### src/rtl/mul_seq_if.sv
// mul_seq_if: start/busy/done handshake and operand/result bus of mul_seq.
// master issues operands and start; slave (the multiplier) returns prod/busy/done.
interface mul_seq_if #(
    parameter int WIDTH = 32
);
    logic               start;
    logic [WIDTH-1:0]   mcand;
    logic [WIDTH-1:0]   mplier;
    logic [2*WIDTH-1:0] addend;
    logic [2*WIDTH-1:0] prod;
    logic               busy;
    logic               done;

    modport master (
        output start, mcand, mplier, addend,
        input  prod, busy, done
    );

    modport slave (
        input  start, mcand, mplier, addend,
        output prod, busy, done
    );
endinterface

### src/rtl/mul_seq.sv
// mul_seq: shift-add multiply-accumulate, prod = mcand * mplier + addend mod 2^(2W).
// Define MUL_SEQ_EARLY_EXIT_EN to finish once no set multiplier bits remain.
module mul_seq #(
    parameter int WIDTH = 32
) (
    input  logic     clk,
    input  logic     reset,
    mul_seq_if.slave bus
);
    localparam int PW = 2 * WIDTH;
    localparam int CW = (WIDTH > 1) ? $clog2(WIDTH) : 1;

    typedef enum logic {
        IDLE,
        RUN
    } state_e;

    state_e state_q, state_d;

    logic [PW-1:0]    acc_q, acc_d;
    logic [PW-1:0]    msh_q, msh_d;
    logic [PW-1:0]    prod_q, prod_d;
    logic [WIDTH-1:0] mr_q, mr_d;
    logic [CW-1:0]    count_q, count_d;
    logic             done_q, done_d;

    logic [PW-1:0]    sum;
    logic             last;
    logic             finish;

    assign last = (count_q == CW'(WIDTH - 1));

`ifdef MUL_SEQ_EARLY_EXIT_EN
    // Remaining multiplier bits are all zero: later iterations add nothing.
    assign finish = last || ((mr_q >> 1) == '0);
`else
    assign finish = last;
`endif

    assign sum = mr_q[0] ? (acc_q + msh_q) : acc_q;

    always_comb begin
        state_d = state_q;
        acc_d   = acc_q;
        msh_d   = msh_q;
        mr_d    = mr_q;
        count_d = count_q;
        prod_d  = prod_q;
        done_d  = 1'b0;
        unique case (state_q)
            IDLE: begin
                if (bus.start) begin
                    acc_d   = bus.addend;
                    msh_d   = {{WIDTH{1'b0}}, bus.mcand};
                    mr_d    = bus.mplier;
                    count_d = '0;
                    state_d = RUN;
                end
            end
            RUN: begin
                acc_d   = sum;
                msh_d   = msh_q << 1;
                mr_d    = mr_q >> 1;
                count_d = count_q + CW'(1);
                if (finish) begin
                    prod_d  = sum;
                    done_d  = 1'b1;
                    state_d = IDLE;
                end
            end
            default: state_d = IDLE;
        endcase
    end

    always_ff @(posedge clk) begin
        if (reset) begin
            state_q <= IDLE;
            acc_q   <= '0;
            msh_q   <= '0;
            mr_q    <= '0;
            count_q <= '0;
            prod_q  <= '0;
            done_q  <= 1'b0;
        end else begin
            state_q <= state_d;
            acc_q   <= acc_d;
            msh_q   <= msh_d;
            mr_q    <= mr_d;
            count_q <= count_d;
            prod_q  <= prod_d;
            done_q  <= done_d;
        end
    end

    assign bus.prod = prod_q;
    assign bus.busy = (state_q == RUN);
    assign bus.done = done_q;
endmodule

### src/flat_wrapper.sv
// flat-port wrapper written by rule: the top's interface ports become plain ports
module mul_seq_flat 
#(
    parameter int WIDTH = 32
)
  (clk, reset, bus_start, bus_mcand, bus_mplier, bus_addend, bus_prod, bus_busy, bus_done);
  mul_seq_if #(.WIDTH(WIDTH)) bus_i ();
  input  logic clk;
  input  logic reset;
  input wire logic [$bits(bus_i.start)-1:0] bus_start;
  input wire logic [$bits(bus_i.mcand)-1:0] bus_mcand;
  input wire logic [$bits(bus_i.mplier)-1:0] bus_mplier;
  input wire logic [$bits(bus_i.addend)-1:0] bus_addend;
  output wire logic [$bits(bus_i.prod)-1:0] bus_prod;
  output wire logic [$bits(bus_i.busy)-1:0] bus_busy;
  output wire logic [$bits(bus_i.done)-1:0] bus_done;
  assign bus_i.start = bus_start;
  assign bus_i.mcand = bus_mcand;
  assign bus_i.mplier = bus_mplier;
  assign bus_i.addend = bus_addend;
  assign bus_prod = bus_i.prod;
  assign bus_busy = bus_i.busy;
  assign bus_done = bus_i.done;
  mul_seq #(.WIDTH(WIDTH)) u_core (.clk(clk), .reset(reset), .bus(bus_i));
endmodule
### config.mk
export PLATFORM = sky130hd
export DESIGN_NAME = mul_seq_flat
export DESIGN_NICKNAME = d
export VERILOG_FILES = /design/src/rtl/mul_seq_if.sv /design/src/rtl/mul_seq.sv /design/src/flat_wrapper.sv
export SDC_FILE = /design/constraint.sdc
export NUM_CORES = 1
export LEC_CHECK = 0
export CORE_MARGIN = 2
export CORE_UTILIZATION = 34
export CTS_BUF_LIST = sky130_fd_sc_hd__clkbuf_8
export CTS_CLUSTER_SIZE = 28
export DETAILED_ROUTE_END_ITERATION = 16
export PLACE_DENSITY = 0.58
export RECOVER_POWER = 50
export REMOVE_ABC_BUFFERS = 1
export SETUP_SLACK_MARGIN = 0.4
export SYNTH_ARGS = -nofsm -noshare
export SYNTH_HDL_FRONTEND = slang
export SYNTH_SLANG_ARGS = --single-unit
### constraint.sdc
create_clock -name clk -period 7.3 [get_ports clk]
set_input_delay 0.73 -clock clk [delete_from_list [all_inputs] [get_ports clk]]
set_output_delay 0.73 -clock clk [all_outputs]
set_load 0.03 [all_outputs]
# Word-level counts from Yosys, hierarchy flattened
# Index checks and enable logic that the tools add are counted.
# totals
regBits,231
out_inout_bits,66
# op_classes
bitwise,1
mux,13
addsub,2
n_reduce_logical,2
eq_ne,2
# ops
operator,count
$pmux W64 S2,2
$mux W64,3
$add A64 B64 Y64,1
$pmux W32 S2,1
$mux W32,1
$pmux W5 S2,1
$add A5 B1 Y5 const B,1
$eq A5 B5 Y1 const B,1
$mux W5,1
$mux W1,3
$ne A2 B2 Y1 const B,1
$pmux W1 S2,1
$reduce_and A2 Y1,1
$reduce_or A2 Y1,1
$not A1 Y1,1

# Logic depth before layout (Yosys ltp)
# logic_depth
depth_word,3
mapped_depth,12

# Least setup slack after synthesis
# OpenSTA, ideal clock, no wires.
# synth_timing
path_type,reg2reg
startpoint,register u_core.msh_q[0]
endpoint,register u_core.prod_q[58] (netlist: u_core.bus.prod[58])
path_buffers,0
setup_slack_ns,4.314
required_time_ns,7.173
path_stages_with_launch,13
arrival_time_ns,2.859
path_cell_list,dfxtp_1 -> ha_1 -> fa_1 -> a21o_1 -> a31oi_1 -> o31ai_2 -> o221a_2 -> o2111ai_1 -> a21oi_1 -> nor2_1 -> o31ai_4 -> nor4b_1 -> or3_1
# synth_via
elab_chain_len,2
# synth_lines
element,line,rtl
"start, declared",mul_seq.sv:21,"logic [PW-1:0] msh_q, msh_d;"
"start signal, assigned",mul_seq.sv:87,msh_q <= msh_d;
$add A64 B64 Y64,mul_seq.sv:40,assign sum = mr_q[0] ? (acc_q + msh_q) : acc_q;
$mux W64,mul_seq.sv:40,
"end signal, assigned",mul_seq.sv:90,prod_q <= prod_d;
"end, declared",mul_seq.sv:22,"logic [PW-1:0] prod_q, prod_d;"
# Every way passes these cells.
# A chain may end at the register's enable or synchronous reset.

# Worst setup path after layout
# layout_timing
startpoint,input port reset
endpoint,register u_core.acc_q[38]
# layout_lines
element,line,rtl
"start, declared",flat_wrapper.sv:9,input logic reset;
"end signal, assigned",mul_seq.sv:78,acc_q <= '0;
"end signal, assigned",mul_seq.sv:86,acc_q <= acc_d;
"end, declared",mul_seq.sv:20,"logic [PW-1:0] acc_q, acc_d;"
# No word-level cell between the ends.

==> results.txt <==
WHS Endpoint: u_core.bus.prod[3]
Die Height: 203 um
Slew Limit Fails: 207
Placed Cells incl. Taps: 2,250
largest net degree at the start of global routing: 134
CTS tree: done
switching pwr: 0.919 mW
worst skew pair latency: 0.60 ns
Sequential Power Share: 42.3%
gpl congestion: 0.899
post-synth cell types: 78
Hold Path Class: reg2reg
compound-cell area share of the yosys netlist: 25.3%
Final ANT Viol Nets: 0
Synth Instances: 1,657
Via density: 5.40
critical path launch point type: input pin
via count: 12.6k
max_cap viols: 4
Period minus WS final: 4.80 ns
DP HPWL: 29,000 um
setup TNS: 0 ns
PortBufs: 196
Root Buffer: clkbuf_8
Setup Skew: 0.0362 ns
H-Tree Depth: 2
grt ovf: 0
Worst Path Arrival: 5.13 ns
clock slew at reported path FFs: 0.06 ns
Synth area leader: dfxtp_1
xor-xnor portion of the synthesized cell area: 3.90%
Die Wd: 203 um
CTS sink count: 231
core area: 38,900 um^2
top cells by area in the synthesized netlist: dfxtp_1, mux2i_1, a21oi_1
commonest cells after routing, fill and taps aside: nor2_1, dfxtp_1, a21oi_1
status: finished with violations
r2r worst-path depth: 7
area of the mapped netlist: 13,500 um^2
Num CTS Buffers: 43
main combinational cell family by area after synthesis: compound AO/OA/AOI/OAI gates
Logic pwr share: 15.9%
Initial DRC Count: 806
commonest non-fill, non-tap cell in the layout: nor2_1
final hold vios: 0
fmax: 208 MHz
# rows: 72
ys async rst share: 0%
CTS Hold Bufs: 0
Initial Utilization: 34.7%
die footprint: 41,300 um^2
worst r2r src: u_core.count_q[0]
final period utilization: 65.8%
mux share of post-synthesis cell area: 8.09%
required time worst endpoint: 7.63 ns
CTS Buffer Depth: 3
failing checks: max-capacitance violations, max-slew violations
adder-cell share of the synthesized area: 6.18%
vias in the first global route: 12.0k
actual transition at the worst max-transition pin: 3.49 ns
Final Non-Filler Cells: 2,326
leakage: 6.77 nW
Post-Synth Simple-Gate Area: 17.9%
area fraction of the dominant cell type after synthesis: 34.3%
reg2reg end: u_core.bus.prod[54]
FF+latch count, synth: 231
RSZ-0062 raised after global routing: false
fin nets: 1,974
layout cells sized above 1: 5.64%
setup violators final: 0
largest fanout on the critical path: 72
antenna diode count: 0
number of gates resized after CTS: 0
Synth-to-Final Area Change: 23.2%
initial antenna violation count: 3
placed inst area: 15,700 um^2
CP Capture Type: flop
start point of the worst min-delay path: u_core.bus.prod[3]
maximum vdd drop: 0.127 mV
# DRC: 0
Avg WL per Cell: 17.9 um
first-pass GRT wire length: 65,500 um
final wirelength: 41,500 um
slack of the worst reg-to-reg path: 2.89 ns
fin area: 16,600 um^2
Clock Power Share: 41.8%
synthesized area per cell: 8.14 um^2
drt pass-1 iters: 5
internal cell power: 2.33 mW
kind of critical path: in2reg
hold path cells: 2
Max transition margin: -133%
Setup Buffers After CTS: 0
Post-synth EDFFs: 0
Synth Warn #: 0
PD cells: 195 nW/um^2
Post-synth top flop: dfxtp_1
worst hold margin: 0.445 ns
overall routing resource usage: 19.7%
post-synthesis sequential area ratio: 34.3%
num ports: 197
Switching Share: 28.3%
power groups by stage:
stage	sequential, mW	clock, mW	combinational (mW)
detailed placement	1.40	0	0.512
global route	1.38	1.46	0.570
finish	1.37	1.36	0.515
global placement	1.40	0	0.507
floorplan	1.40	0	0.304
CTS	1.37	1.40	0.515
per-layer routing:
layer / wire length, um / global-route usage, % / vias to the layer above
met5: 27 / 0 / -
li1: - / - / 6244
met3: 2830 / 4.59 / 75
met2: 18300 / 30.6 / 321
met4: 1230 / 7.56 / 4
met1: 19100 / 26.4 / 5924
cell families (layout without fill, tap and decap cells):
kind of cell    count (synthesis)  count (layout)
mux                           109             109
fa+ha+maj                      66              66
xor+xnor                       60              60
compound gates                524             524
flops                         231             231
buf+inv                       152             303
simple gates                  515             515
sequential cells by signal (all words and copies together), names as in the netlist:
name and count:
u_core.acc_q 64, u_core.bus.busy 1, u_core.bus.done 1, u_core.bus.prod 64
u_core.count_q 5, u_core.mr_q 32, u_core.msh_q 64
synth_stat cells, types with 7 or more instances:
| cell | instances |
|---|---|
| mux2i_1 | 109 |
| ha_1 | 65 |
| nand3_1 | 17 |
| a32oi_1 | 15 |
| inv_1 | 21 |
| buf_1 | 20 |
| dfxtp_1 | 231 |
| buf_2 | 7 |
| nor2b_1 | 43 |
| o22ai_1 | 11 |
| clkbuf_1 | 102 |
| a2111oi_0 | 11 |
| o21ai_0 | 96 |
| nor2_1 | 235 |
| a21o_1 | 37 |
| xnor2_1 | 36 |
| nand2_1 | 101 |
| nand4_1 | 27 |
| o21bai_1 | 11 |
| a211oi_1 | 85 |
| a21oi_1 | 182 |
| a31oi_1 | 8 |
| nor3b_1 | 35 |
| nor3_1 | 16 |
| xor2_1 | 24 |
critical path, cell delays in order:
cell and delay, ns:
clkbuf_1 1.55, clkbuf_1 2.55, nor4_1 0.21
layout make-up:
| cell class | count | area (um^2) |
|---|---|---|
| fillers | 3923 | 22300 |
| multi-input cells | 1274 | 8280 |
| flip-flops and latches | 231 | 4630 |
| repair buffers | 206 | 2040 |
| clock buffers | 59 | 812 |
| well taps | 518 | 648 |
| clock inverters | 17 | 128 |
| inverters | 21 | 78.8 |
metrics by stage:
stage	util (%)	power (mW)	setup slack, ns
6_report	42.7	3.25	2.50
5_1_grt	42.7	3.41	2.02
4_1_cts	42.8	3.29	3.33
3_5_place_dp	40.3	1.91	3.67
3_3_place_gp	40.3	1.90	3.81
2_1_floorplan	-	1.70	-3.11
worst max path at each step:
| stage | from | endpoint | slack [ns] | cells past startpoint |
|---|---|---|---|---|
| after CTS | u_core.bus.busy | bus_busy | 3.33 | 2 |
| after detailed placement | u_core.bus.busy | u_core.acc_q[52] | 3.67 | 5 |
| after global placement | reset | u_core.bus.prod[49] | 3.81 | 8 |
| final | reset | u_core.acc_q[38] | 2.50 | 3 |
| after floorplan | u_core.bus.busy | u_core.bus.prod[58] | -3.11 | 3 |
| after global routing | reset | u_core.bus.prod[58] | 2.02 | 5 |
No activity file was read; power rests on OpenSTA's default activity.
==> edit 1, RTL diff (same settings) <==
Take the reset off `mr_q` and load it in a clocked block of its own.
--- a/src/rtl/mul_seq.sv
+++ b/src/rtl/mul_seq.sv
@@ -79,3 +79,2 @@
             msh_q   <= '0;
-            mr_q    <= '0;
             count_q <= '0;
@@ -87,3 +86,2 @@
             msh_q   <= msh_d;
-            mr_q    <= mr_d;
             count_q <= count_d;
@@ -92,2 +90,6 @@
         end
+    end
+
+    always_ff @(posedge clk) begin
+        mr_q <= mr_d;
     end
Behaviour: no difference found for any inputs over 10 cycles, from zero or initial values and one cycle with reset high; that may be too few to reach the edited logic, so the function may still have changed.
==> edit 1 against the unedited design <==
- the run still ends with max-capacitance violations, max-slew violations left
- sequential share of layout area up 2.5 points
- cell count down 5.4%
- routed wire length down 4.4%
- worst setup slack better by 0.35 ns
- synthesized cell count down 9.4%
- sequential cell count unchanged
- total power down 0.92%
- final area down 2.1%
- highest routed layer unchanged
- synthesized area down 2.4%
==> edit 1: results (changes against the unedited design) <==
wl_microns: 39700  # -4.4%
violations: "max-capacitance violations, max-slew violations"
fin_nets: 1845  # -6.5%
synth_edf_count: 32  # +32
met3_length_microns: 2560  # -9.8%
ys_seq_area_share_pct: 37.5  # +3.3 points
ys_warn_count: 0  # unchanged
grt_max_degree: 101  # -25%
hold_class: "reg2reg"
hold_viol: 0  # unchanged
slew_violations: 86  # -58%
grt_first_pass_wirelength_microns: 63300  # -3.4%
synthTopCellsByArea: "dfxtp_1, edfxtp_1, ha_1"
wl_met2_microns: 17200  # -6.1%
place_inst: 2122  # -5.7%
worstPathArrival_ns: 3.73  # -1.40 ns
gp_congestion: 0.885  # -1.6%
first_pass_iters: 5  # unchanged
clk_latency_ns: 0.63  # +0.03 ns
path_max_fanout: 51  # -29%
dr.max_layer_used: "met5"
p_sw_w: 0.000950  # +3.4%
ctsResizeCount: 0  # unchanged
async_flop_share_pct: 0  # unchanged
status: "finished with violations"
antenna_found_initial: 1  # -2
fillers: 3845  # -2.0%
clkTransAtPathRegs_ns: 0.06  # about the same
cts_inserted_buffers: 42  # -2.3%
crit_family: "flip-flops"
cts_root_buf: "clkbuf_8"
met2_usage_pct: 30.0  # -0.56 points
place_area_sq_mm: 0.0154  # -1.8%
fin_skew_ns: 0.0378  # +0.00161 ns
use_met1_pct: 26.3  # -0.096 points
wl_per_cell_microns: 18.1  # +1.1%
h-tree-depth: 2  # unchanged
met3_usage_pct: 5.15  # +0.56 points
syn_inst: 1502  # -9.4%
drive_above_1_share_pct: 8.33  # +2.7 points
num_vias: 11682  # -7.0%
drt-met1-wl_microns: 18800  # -1.8%
power_leakage_nw: 6.63  # -2.1%
drv_cap: 2  # -2
max-vdd-ir-drop_v: 0.000114  # -10%
critPathSlowestCell: "dfxtp_1"
synth.distinct_cells: 80  # +2.6%
port_buffers: 196  # unchanged
max_stage_delay_ns: 1.61  # -0.94 ns
worst_pin_slew_ns: 1.91  # -1.57 ns
place_ws_ns: 3.35  # -0.321 ns
grt_usage_pct: 19.5  # -0.17 points
synthTopCellsByCount: "dfxtp_1, nor2_1, a21oi_1"
detailed_place_hpwl_microns: 27500  # -5.2%
drtIter0Drc: 645  # -20%
## edit 1: area by class of cell
cell class                      count  area, sq um  share of cell area [%]
Sequential cell                   231         4940                    30.4
Timing Repair Buffer              209         2050                    12.6
Clock inverter                     27          161                   0.992
Clock buffer                       50          688                    4.23
Antenna cell                        1         2.50                  0.0154
Multi-Input combinational cell   1150         7710                    47.4
Tap cell                          518          648                    3.98
Inverter                           14         52.6                   0.323
## edit 1: logic make-up (layout without fill, tap and decap cells)
group,after synthesis,in the layout,share of synthesized area (%)
DFF,231,231,37.5
adders and majority gates,66,66,6.33
AOI/OAI and AO/OA,475,475,23.9
and+or+nand+nor,440,440,15.7
xor gates and xnor gates,62,62,4.12
other,0,1,0
buffers and inverters,121,300,3.99
muxes,107,107,8.44
## edit 1: final timing paths
kind | start | end | slack (ns) | depth (start not counted)
max | u_core.bus.busy | bus_busy | 2.84 | 2
min | u_core.bus.prod[16] | u_core.bus.prod[16] | 0.45 | 2
max reg2reg | u_core.bus.busy | u_core.mr_q[28] | 2.96 | 4
min reg2reg | u_core.bus.prod[16] | u_core.bus.prod[16] | 0.45 | 2
## edit 1: through the flow
stage                     hold WS (ns)  total power [W]  util, %
after floorplan                  0.435          0.00178        -
after global placement           0.437          0.00198     40.1
after detailed placement         0.445          0.00199     40.1
after CTS                        0.454          0.00326     42.3
after global routing             0.469          0.00338     42.3
final                            0.447          0.00322     42.3
## edit 1: power groups by stage
stage / sequential (W) / combinational, W / clock [W]
finish: 0.00141 / 0.000553 / 0.00125
global route: 0.00142 / 0.000612 / 0.00135
CTS: 0.00141 / 0.000555 / 0.00130
detailed placement: 0.00144 / 0.000552 / 0
global placement: 0.00143 / 0.000546 / 0
floorplan: 0.00144 / 0.000331 / 0
==> edit 2, RTL diff (same settings) <==
Made on the original files. `WIDTH` is set to 32 in 3 places; all go to 16.
--- a/src/rtl/mul_seq_if.sv
+++ b/src/rtl/mul_seq_if.sv
@@ -3,3 +3,3 @@
 interface mul_seq_if #(
-    parameter int WIDTH = 32
+    parameter int WIDTH = 16
 );
--- a/src/rtl/mul_seq.sv
+++ b/src/rtl/mul_seq.sv
@@ -3,3 +3,3 @@
 module mul_seq #(
-    parameter int WIDTH = 32
+    parameter int WIDTH = 16
 ) (
--- a/src/flat_wrapper.sv
+++ b/src/flat_wrapper.sv
@@ -3,3 +3,3 @@
 #(
-    parameter int WIDTH = 32
+    parameter int WIDTH = 16
 )
Interface: changed (resized bus_addend, bus_mcand, bus_mplier and bus_prod); port bits go from 197 to 101. The function was not compared with the original's and may differ.
==> edit 2 against the unedited design <==
- the flow still finishes with violations (max-capacitance violations, max-slew violations)
- sequential cell count shrank 113
- first-iteration DRC count shrank 55%
- clock power shrank 57%
- synthesized area shrank 51%
- routed wire length shrank 58%
- critical endpoint is now u_core.acc_q[11]
- final area shrank 51%
- worst setup slack gained 0.11 ns
- total power shrank 53%
- critical path type unchanged
- largest power group unchanged
==> edit 2: results (changes against the unedited design) <==
status: "finished with violations"
violations: "max-capacitance violations, max-slew violations"
num_vias: 5903  # -53%
synthTopCellsByArea: "dfxtp_1, a21oi_1, nor2_1"
fin_nets: 965  # -51%
fillers: 1915  # -51%
grt_first_pass_wirelength_microns: 28400  # -57%
slew_violations: 85  # -59%
power_leakage_nw: 3.28  # -52%
cts_inserted_buffers: 17  # -60%
synth.distinct_cells: 54  # -31%
antenna_found_initial: 0  # -3
h-tree-depth: 4  # +2
drt-met1-wl_microns: 8470  # -56%
worstPathArrival_ns: 4.97  # -0.16 ns
drv_cap: 2  # -2
max-vdd-ir-drop_v: 0.000119  # -6.2%
worstSetupEndpoint: "u_core.acc_q[11]"
worst_pin_slew_ns: 2.96  # -0.528 ns
grt_usage_pct: 17.6  # -2.1 points
synthTopCellsByCount: "nor2_1, dfxtp_1, a21oi_1"
met2_usage_pct: 26.9  # -3.7 points
dr.max_layer_used: "met4"
fin_hold_ws_ns: 0.483  # +0.0372 ns
max_stage_delay_ns: 2.20  # -0.35 ns
p_int_w: 0.00110  # -53%
worstReg2RegStart: "u_core.msh_q[0]"
gp_congestion: 0.807  # -10%
fin_skew_ns: 0.0109  # -0.0252 ns
wl_per_cell_microns: 15.4  # -14%
path_max_fanout: 51  # -29%
ys_seq_area_share_pct: 36.0  # +1.7 points
met3_length_microns: 1110  # -61%
detailed_place_hpwl_microns: 11600  # -60%
drive_above_1_share_pct: 5.70  # +0.060 points
use_met1_pct: 23.9  # -2.5 points
r2r-end: "u_core.acc_q[30]"
port_buffers: 100  # -49%
grt_pass1_vias: 5620  # -53%
## edit 2: cell families after synthesis
kind of cell	after synthesis	synth area share, %
AO/OA/AOI/OAI	257	24.1
AND/OR/NAND/NOR	243	17.7
flip-flops	118	36.0
buffers and inverters	68	3.91
multiplexers	53	8.19
adder cells (fa/ha/maj)	33	6.41
XOR/XNOR	28	3.74
## edit 2: metrics by stage
step	power (W)	cells	cell area, sq um	util [%]	setup WS, ns
2_1_floorplan	0.000856	741	6330	-	2.87
3_3_place_gp	0.000953	1106	7700	40.9	4.15
3_5_place_dp	0.000954	1106	7700	40.9	4.12
4_1_cts	0.00154	1137	8070	42.9	4.10
5_1_grt	0.00161	1137	8060	42.8	2.23
6_report	0.00152	1137	8060	42.8	2.61
## edit 2: worst min-delay path by stage
stage,from,end,cells after the start
finish,u_core.mr_q[14],u_core.mr_q[13],2
global route,u_core.mr_q[11],u_core.mr_q[10],2
CTS,u_core.mr_q[14],u_core.mr_q[13],2
detailed placement,u_core.mr_q[9],u_core.mr_q[8],2
global placement,u_core.mr_q[5],u_core.mr_q[4],2
floorplan,u_core.mr_q[1],u_core.mr_q[0],2
## edit 2: area by class of cell
type                            instances  area [sq um]  area share [%]
Tap cell                              260           325            4.03
Multi-Input combinational cell        614          3940            48.9
Clock inverter                         12           113            1.40
Clock buffer                           19           262            3.24
Inverter                                9          33.8           0.419
Sequential cell                       118          2370            29.3
Timing Repair Buffer                  105          1020            12.7
## edit 2: power groups by stage
stage	clock (W)	sequential, W	combinational [W]
detailed placement	0	0.000712	0.000242
CTS	0.000603	0.000697	0.000244
global placement	0	0.000711	0.000242
floorplan	0	0.000714	0.000142
global route	0.000632	0.000701	0.000272
finish	0.000584	0.000697	0.000244
